## src/rtl/uart_rx_8n1.sv

```systemverilog
// uart_rx_8n1: 16x-oversampling 8N1 receiver for the ultrasonic sensor's serial line.
// Good bytes are presented with a one-cycle strobe; bad frames raise a separate
// strobe and never reach byte_data. The stop bit is decided mid-bit so that
// back-to-back frames with no idle time are still received.
module uart_rx_8n1 #(
    parameter int CLK_HZ    = 50_000_000,
    parameter int BAUD      = 9600,
    parameter bit RX_INVERT = 1'b0
) (
    input  logic       clock,
    input  logic       reset_n,
    input  logic       rx,
    output logic [7:0] byte_data,
    output logic       byte_ready,
    output logic       framing_err
);

    localparam int DIV   = CLK_HZ / (BAUD * 16);
    localparam int DIV_W = (DIV < 2) ? 1 : $clog2(DIV);
    localparam logic [DIV_W-1:0] DIV_LAST = DIV_W'(DIV - 1);

    // A divider below 2 cannot produce distinct ticks, so refuse to build.
    generate
        if (DIV < 2) begin : g_bad_div
            $error("uart_rx_8n1: CLK_HZ / (BAUD*16) must be at least 2");
        end
    endgenerate

    typedef enum logic [2:0] {
        IDLE,
        START,
        DATA,
        STOP,
        BREAK
    } state_t;

    state_t           state;
    state_t           state_next;
    logic             sync_1;
    logic             sync_2;
    logic             rx_s;
    logic [DIV_W-1:0] div_cnt;
    logic             tick;
    logic [3:0]       sample_cnt;
    logic [2:0]       bit_cnt;
    logic             samp_7;
    logic             samp_8;
    logic             vote;
    logic [7:0]       shift_reg;
    logic             start_det;
    logic             load_byte;
    logic             set_err;

    // Two-flop synchroniser for the asynchronous line; idles high out of reset.
    always_ff @(posedge clock or negedge reset_n) begin
        if (!reset_n) begin
            sync_1 <= 1'b1;
            sync_2 <= 1'b1;
        end else begin
            sync_1 <= rx;
            sync_2 <= sync_1;
        end
    end

    assign rx_s = sync_2 ^ RX_INVERT;

    // The divider only runs inside a frame, so ticks are phase-locked to the start edge.
    assign tick = (state == START || state == DATA || state == STOP) && (div_cnt == DIV_LAST);

    // Majority of the three mid-bit samples; the third sample is the live one on tick 9.
    assign vote = (samp_7 & samp_8) | (samp_7 & rx_s) | (samp_8 & rx_s);

    // FSM state register.
    always_ff @(posedge clock or negedge reset_n) begin
        if (!reset_n) begin
            state <= IDLE;
        end else begin
            state <= state_next;
        end
    end

    // Next-state decode and the single-cycle control decisions of the frame.
    always_comb begin
        state_next = state;
        start_det  = 1'b0;
        load_byte  = 1'b0;
        set_err    = 1'b0;
        case (state)
            IDLE: begin
                if (!rx_s) begin
                    state_next = START;
                    start_det  = 1'b1;
                end
            end
            START: begin
                if (tick) begin
                    if (sample_cnt == 4'd9 && vote) begin
                        state_next = IDLE;
                    end else if (sample_cnt == 4'd15) begin
                        state_next = DATA;
                    end
                end
            end
            DATA: begin
                if (tick && sample_cnt == 4'd15 && bit_cnt == 3'd7) begin
                    state_next = STOP;
                end
            end
            STOP: begin
                if (tick && sample_cnt == 4'd9) begin
                    if (vote) begin
                        load_byte  = 1'b1;
                        state_next = IDLE;
                    end else begin
                        set_err    = 1'b1;
                        state_next = BREAK;
                    end
                end
            end
            BREAK: begin
                if (rx_s) begin
                    state_next = IDLE;
                end
            end
            default: state_next = IDLE;
        endcase
    end

    // Baud-tick divider, parked at zero while waiting for a start edge or a break to end.
    always_ff @(posedge clock or negedge reset_n) begin
        if (!reset_n) begin
            div_cnt <= '0;
        end else if (state == IDLE || state == BREAK || tick) begin
            div_cnt <= '0;
        end else begin
            div_cnt <= div_cnt + DIV_W'(1);
        end
    end

    // Sample and bit counters, both restarted by the start edge.
    always_ff @(posedge clock or negedge reset_n) begin
        if (!reset_n) begin
            sample_cnt <= 4'd0;
            bit_cnt    <= 3'd0;
        end else if (start_det) begin
            sample_cnt <= 4'd0;
            bit_cnt    <= 3'd0;
        end else if (tick) begin
            sample_cnt <= sample_cnt + 4'd1;
            if (state == DATA && sample_cnt == 4'd15) begin
                bit_cnt <= bit_cnt + 3'd1;
            end
        end
    end

    // Capture the tick-7 and tick-8 samples and shift data bits in LSB-first.
    always_ff @(posedge clock or negedge reset_n) begin
        if (!reset_n) begin
            samp_7    <= 1'b0;
            samp_8    <= 1'b0;
            shift_reg <= 8'h00;
        end else if (tick) begin
            if (sample_cnt == 4'd7) begin
                samp_7 <= rx_s;
            end
            if (sample_cnt == 4'd8) begin
                samp_8 <= rx_s;
            end
            if (state == DATA && sample_cnt == 4'd9) begin
                shift_reg <= {vote, shift_reg[7:1]};
            end
        end
    end

    // Output register and strobes; byte_data only ever changes alongside byte_ready.
    always_ff @(posedge clock or negedge reset_n) begin
        if (!reset_n) begin
            byte_data   <= 8'h00;
            byte_ready  <= 1'b0;
            framing_err <= 1'b0;
        end else begin
            byte_ready  <= load_byte;
            framing_err <= set_err;
            if (load_byte) begin
                byte_data <= shift_reg;
            end
        end
    end

endmodule

```

## config.mk

```make
export PLATFORM = sky130hd
export DESIGN_NAME = uart_rx_8n1
export DESIGN_NICKNAME = d
export VERILOG_FILES = /design/src/rtl/uart_rx_8n1.sv
export SDC_FILE = /design/constraint.sdc
export NUM_CORES = 1
export LEC_CHECK = 0
export ABC_AREA = 1
export CAP_MARGIN = 30
export CORE_MARGIN = 4
export CORE_UTILIZATION = 47
export DETAILED_ROUTE_END_ITERATION = 6
export PLACE_DENSITY = 0.66
export SKIP_CTS_REPAIR_TIMING = 1
export SKIP_LAST_GASP = 1
export SYNTH_ARGS = -nofsm -noshare
export SYNTH_HDL_FRONTEND = slang
export SYNTH_SLANG_ARGS = --single-unit
```

## constraint.sdc

```tcl
create_clock -name clock -period 3.55 [get_ports clock]
set_input_delay 0.71 -clock clock [delete_from_list [all_inputs] [get_ports clock]]
set_output_delay 0.71 -clock clock [all_outputs]
set_load 0.1 [all_outputs]
```

# Word level (Yosys, flattened, before mapping)

Index checks and enable logic that the tools add are counted.

Bits in registers: 41
Input bits: 3
Output and inout bits: 10
Word-level logic and storage cells: 78

Add/sub/neg operators: 3
Equality and inequality tests: 16
Mux-type cells: 23
Bitwise gates (word level): 5
Reduce and logical (&&, ||, !) cells: 19

Operators by type and width:

| kind                | count |
|---|---|
| $mux 3              | 11 |
| $pmux 3 s5          | 1 |
| $eq 4x4->1 const B  | 3 |
| $add 9x1->9 const B | 1 |
| $eq 9x9->1 const B  | 1 |
| $mux 9              | 1 |
| $mux 1              | 8 |
| $mux 4              | 2 |
| $reduce_and 2->1    | 4 |
| $logic_and 1x1->1   | 7 |
| $eq 3x2->1 const B  | 2 |
| $eq 3x3->1 const B  | 2 |
| $ne 2x2->1 const B  | 3 |
| $reduce_and 6->1    | 1 |
| $add 4x1->4 const B | 1 |
| $eq 4x3->1 const B  | 1 |
| $logic_or 1x1->1    | 4 |
| $ne 2x1->1 const B  | 2 |
| $reduce_bool 2->1   | 2 |
| $add 3x1->3 const B | 1 |
| $and 1x1->1         | 3 |
| $eq 3x1->1 const B  | 1 |
| $logic_not 3->1     | 1 |
| $ne 3x1->1 const B  | 1 |
| $or 1x1->1          | 2 |

# Longest topological paths before layout

Depth in word-level cells: 8
Depth in mapped cells: 10
Mapped depth without buffers: 10

# Worst setup path after synthesis

Ideal clock, no wire load.

Path kind: register to output
Start: register byte_data[5]
End: output byte_data[5]
Arrival: 911 ps
Required time: 2840 ps
Setup slack: 1929 ps
Cell stages (with the launch flop): 1
Buffers on the path: 0
Cell sequence: dfrtp_1

RTL lines:

| element                  | line | source |
|---|---|---|
| start: declaration       | 13   | `output logic [7:0] byte_data,` |
| start signal: assignment | 185  | `byte_data <= shift_reg;` |

No word-level cell between the ends.

# Worst setup path in the final report

Start: register byte_data[5]
End: output byte_data[5]

No word-level cell between the ends.

==> reports/metrics.yaml <==
hold_violations: 0
cts.clk_slew.worst_paths_ns: 0.08
syn_area_per_cell_um2: 8.944
pin_count: 13
hpwlAfterDp_um: 2370
synth.largest_area_cell: "dfrtp_1"
seq_area_um2: 1028
area_delta_synth_final_pct: 13.23
hp-start: "sync_1"
slowest_delay_ns: 1.14
leakagePower_nw: 1.125
h-tree-depth: 2
synth_flop_cell: "dfrtp_1"
critPathLaunchType: "flip-flop"
largest_register_ffs: 9
critical_path_class: "reg2out"
fillerInstances: 379
drive_gt1_share_pct: 15.83
grt_max_degree: 42
vias_per_cell: 4.903
final_cells: 290
ant_nets: 0
grt_pass1_wl_um: 5837
path_cells: "clkdlybuf4s50_1"
diodes: 0
first_global_vias: 1311
synth_nets: 232
finalClockSkew_ns: 0.006620
status: "completed"
synth_area_um2: 1986
synth_top_area_share_pct: 49.15
rsz0062_at_grt: "false"
ff2ff_path_depth: 9
setup_ws_ns: 1.047
synth_edf_count: 0
vdd_drop_max_uv: 284.8
period_share_pct: 70.50
fin_crit_ns: 2.503
critPathTopFamily: "buffers and inverters"
layout.nets: 249
dp.cells: 282
drc_errors: 0
r2r_slack_ns: 1.92
cts_tree: "yes"
worstHoldPathCells: 0
antenna_found_initial: 0
first_pass_iters: 4
grt-ovfl-total: 0
min_to: "rx_s"
clk_path_buf_depth: 2
fmax_mhz: 399.6
final.setup.tns_ns: 0
die_y_um: 73
ys_ff_latch: 41
root_buffer: "clkbuf_8"
num_rows: 23
vias: 1422
cp_slowest_cell: "clkdlybuf4s50_1"
rr_startpoint: "sample_cnt[1]"
hold_path_class: "reg2reg"
port_buffers: 12
drt_iter0_drc: 70
fin_util_pct: 55.41
power.density_nw_per_um2: 376.7
start_util_pct: 48.94
r2r-end: "byte_data[7]"
power_mw: 0.8470
clk_latency_ns: 0.29
multi_input_area_um2: 807.0
cts_sinks: 41
track_usage_pct: 14.21
ys_top_cells_by_area: "dfrtp_1 (49%), nand2_1 (9.5%), inv_1 (6.2%)"
synth_warnings: 0
cp.arrival_ns: 1.79
place_ws_ns: 1.357
postSynthCellCount: 222
post_drt_wl_per_cell_um: 11.36
tightest_slew_ns: 0.9683
setup_viol: 0
synth-seq-area-share_pct: 51.80
cp_num_buf_inv: 1
cp_max_fo: 2
relSlewSlack_pct: 35.24
die_w_um: 73
coreArea_um2: 4058
slew_viol_final: 0
cts_buffers: 5
die_area_um2: 5329
async_reset_ff_share_pct: 100.0
cap_violations: 0
crit_required_ns: 2.84
synth_cell_types: 27
end_kind: "output port"
final_cell_mix: "nand2_1 (50), dfrtp_1 (39), inv_1 (33)"
routed_wirelength_um: 3295
final_common_cell: "nand2_1"
gp_congestion: 0.7930
[where the power goes]
group / internal, mW / leakage [nW] / total (mW) / switching, mW
registers: 0.469 / 0.551 / 0.470 / 0.000839
logic: 0.00158 / 0.519 / 0.0113 / 0.00968
clock network: 0.209 / 0.0552 / 0.366 / 0.157
total: 0.679 / 1.13 / 0.847 / 0.168
[stage by stage]
step	instance area, µm²	hold WS (ns)
after detailed placement	2141	0.3488
final	2248	0.3594
after global placement	2141	0.3455
after CTS	2248	0.3604
after global routing	2248	0.3667
after floorplan	1986	0.3452
[cell families (layout without fill, tap and decap cells)]
kind of cell	after synthesis	count (layout)	share of synthesized area, %
buffers and inverters	36	54	7.561
AO/OA/AOI/OAI	33	33	11.34
flip-flops	41	41	51.80
AND/OR/NAND/NOR	104	104	24.45
XOR/XNOR	1	1	0.4412
adder cells (fa/ha/maj)	7	7	4.411
[synth_stat cells, types with 2 or more instances]
master   count
nor2_1      17
nor3_1       6
dfrtp_1     39
inv_1       33
nand3_2      2
o21ai_0      9
dfstp_2      2
nor3b_1      2
buf_6        2
ha_1         7
nand3_1     13
a21oi_1      5
nor2_2       5
nand2_2      2
nand4_1      3
o21ai_2     14
o21ai_1      2
nand2_1     50
[how the worst max path moves through the flow]
stage / to / slack (ns) / start / cells past startpoint
global route: byte_data[6] / 1.0 / byte_data[6] / 1
floorplan: byte_data[5] / 1.93 / byte_data[5] / 0
finish: byte_data[5] / 1.05 / byte_data[5] / 1
CTS: byte_data[6] / 1.03 / byte_data[6] / 1
global placement: byte_data[5] / 1.37 / byte_data[5] / 1
detailed placement: byte_data[7] / 1.36 / byte_data[7] / 1
[layout make-up]
type | count | area share [%]
flip-flops and latches | 41 | 45.74
multi-input cells | 145 | 35.89
inverters | 34 | 5.676
repair buffers | 12 | 5.120
clock buffers | 6 | 3.228
well taps | 50 | 2.782
clock inverters | 2 | 1.558
[per-layer routing]
metal	share of wire (%)	wire [µm]	track usage [%]	vias up
li1	-	-	-	742
met1	50	1656	18.90	663
met2	45	1477	21.45	13
met3	3.3	110	4.132	4
met4	1.5	51	6.148	0
met5	0	0	0	-
No activity file was read; power rests on OpenSTA's default activity.
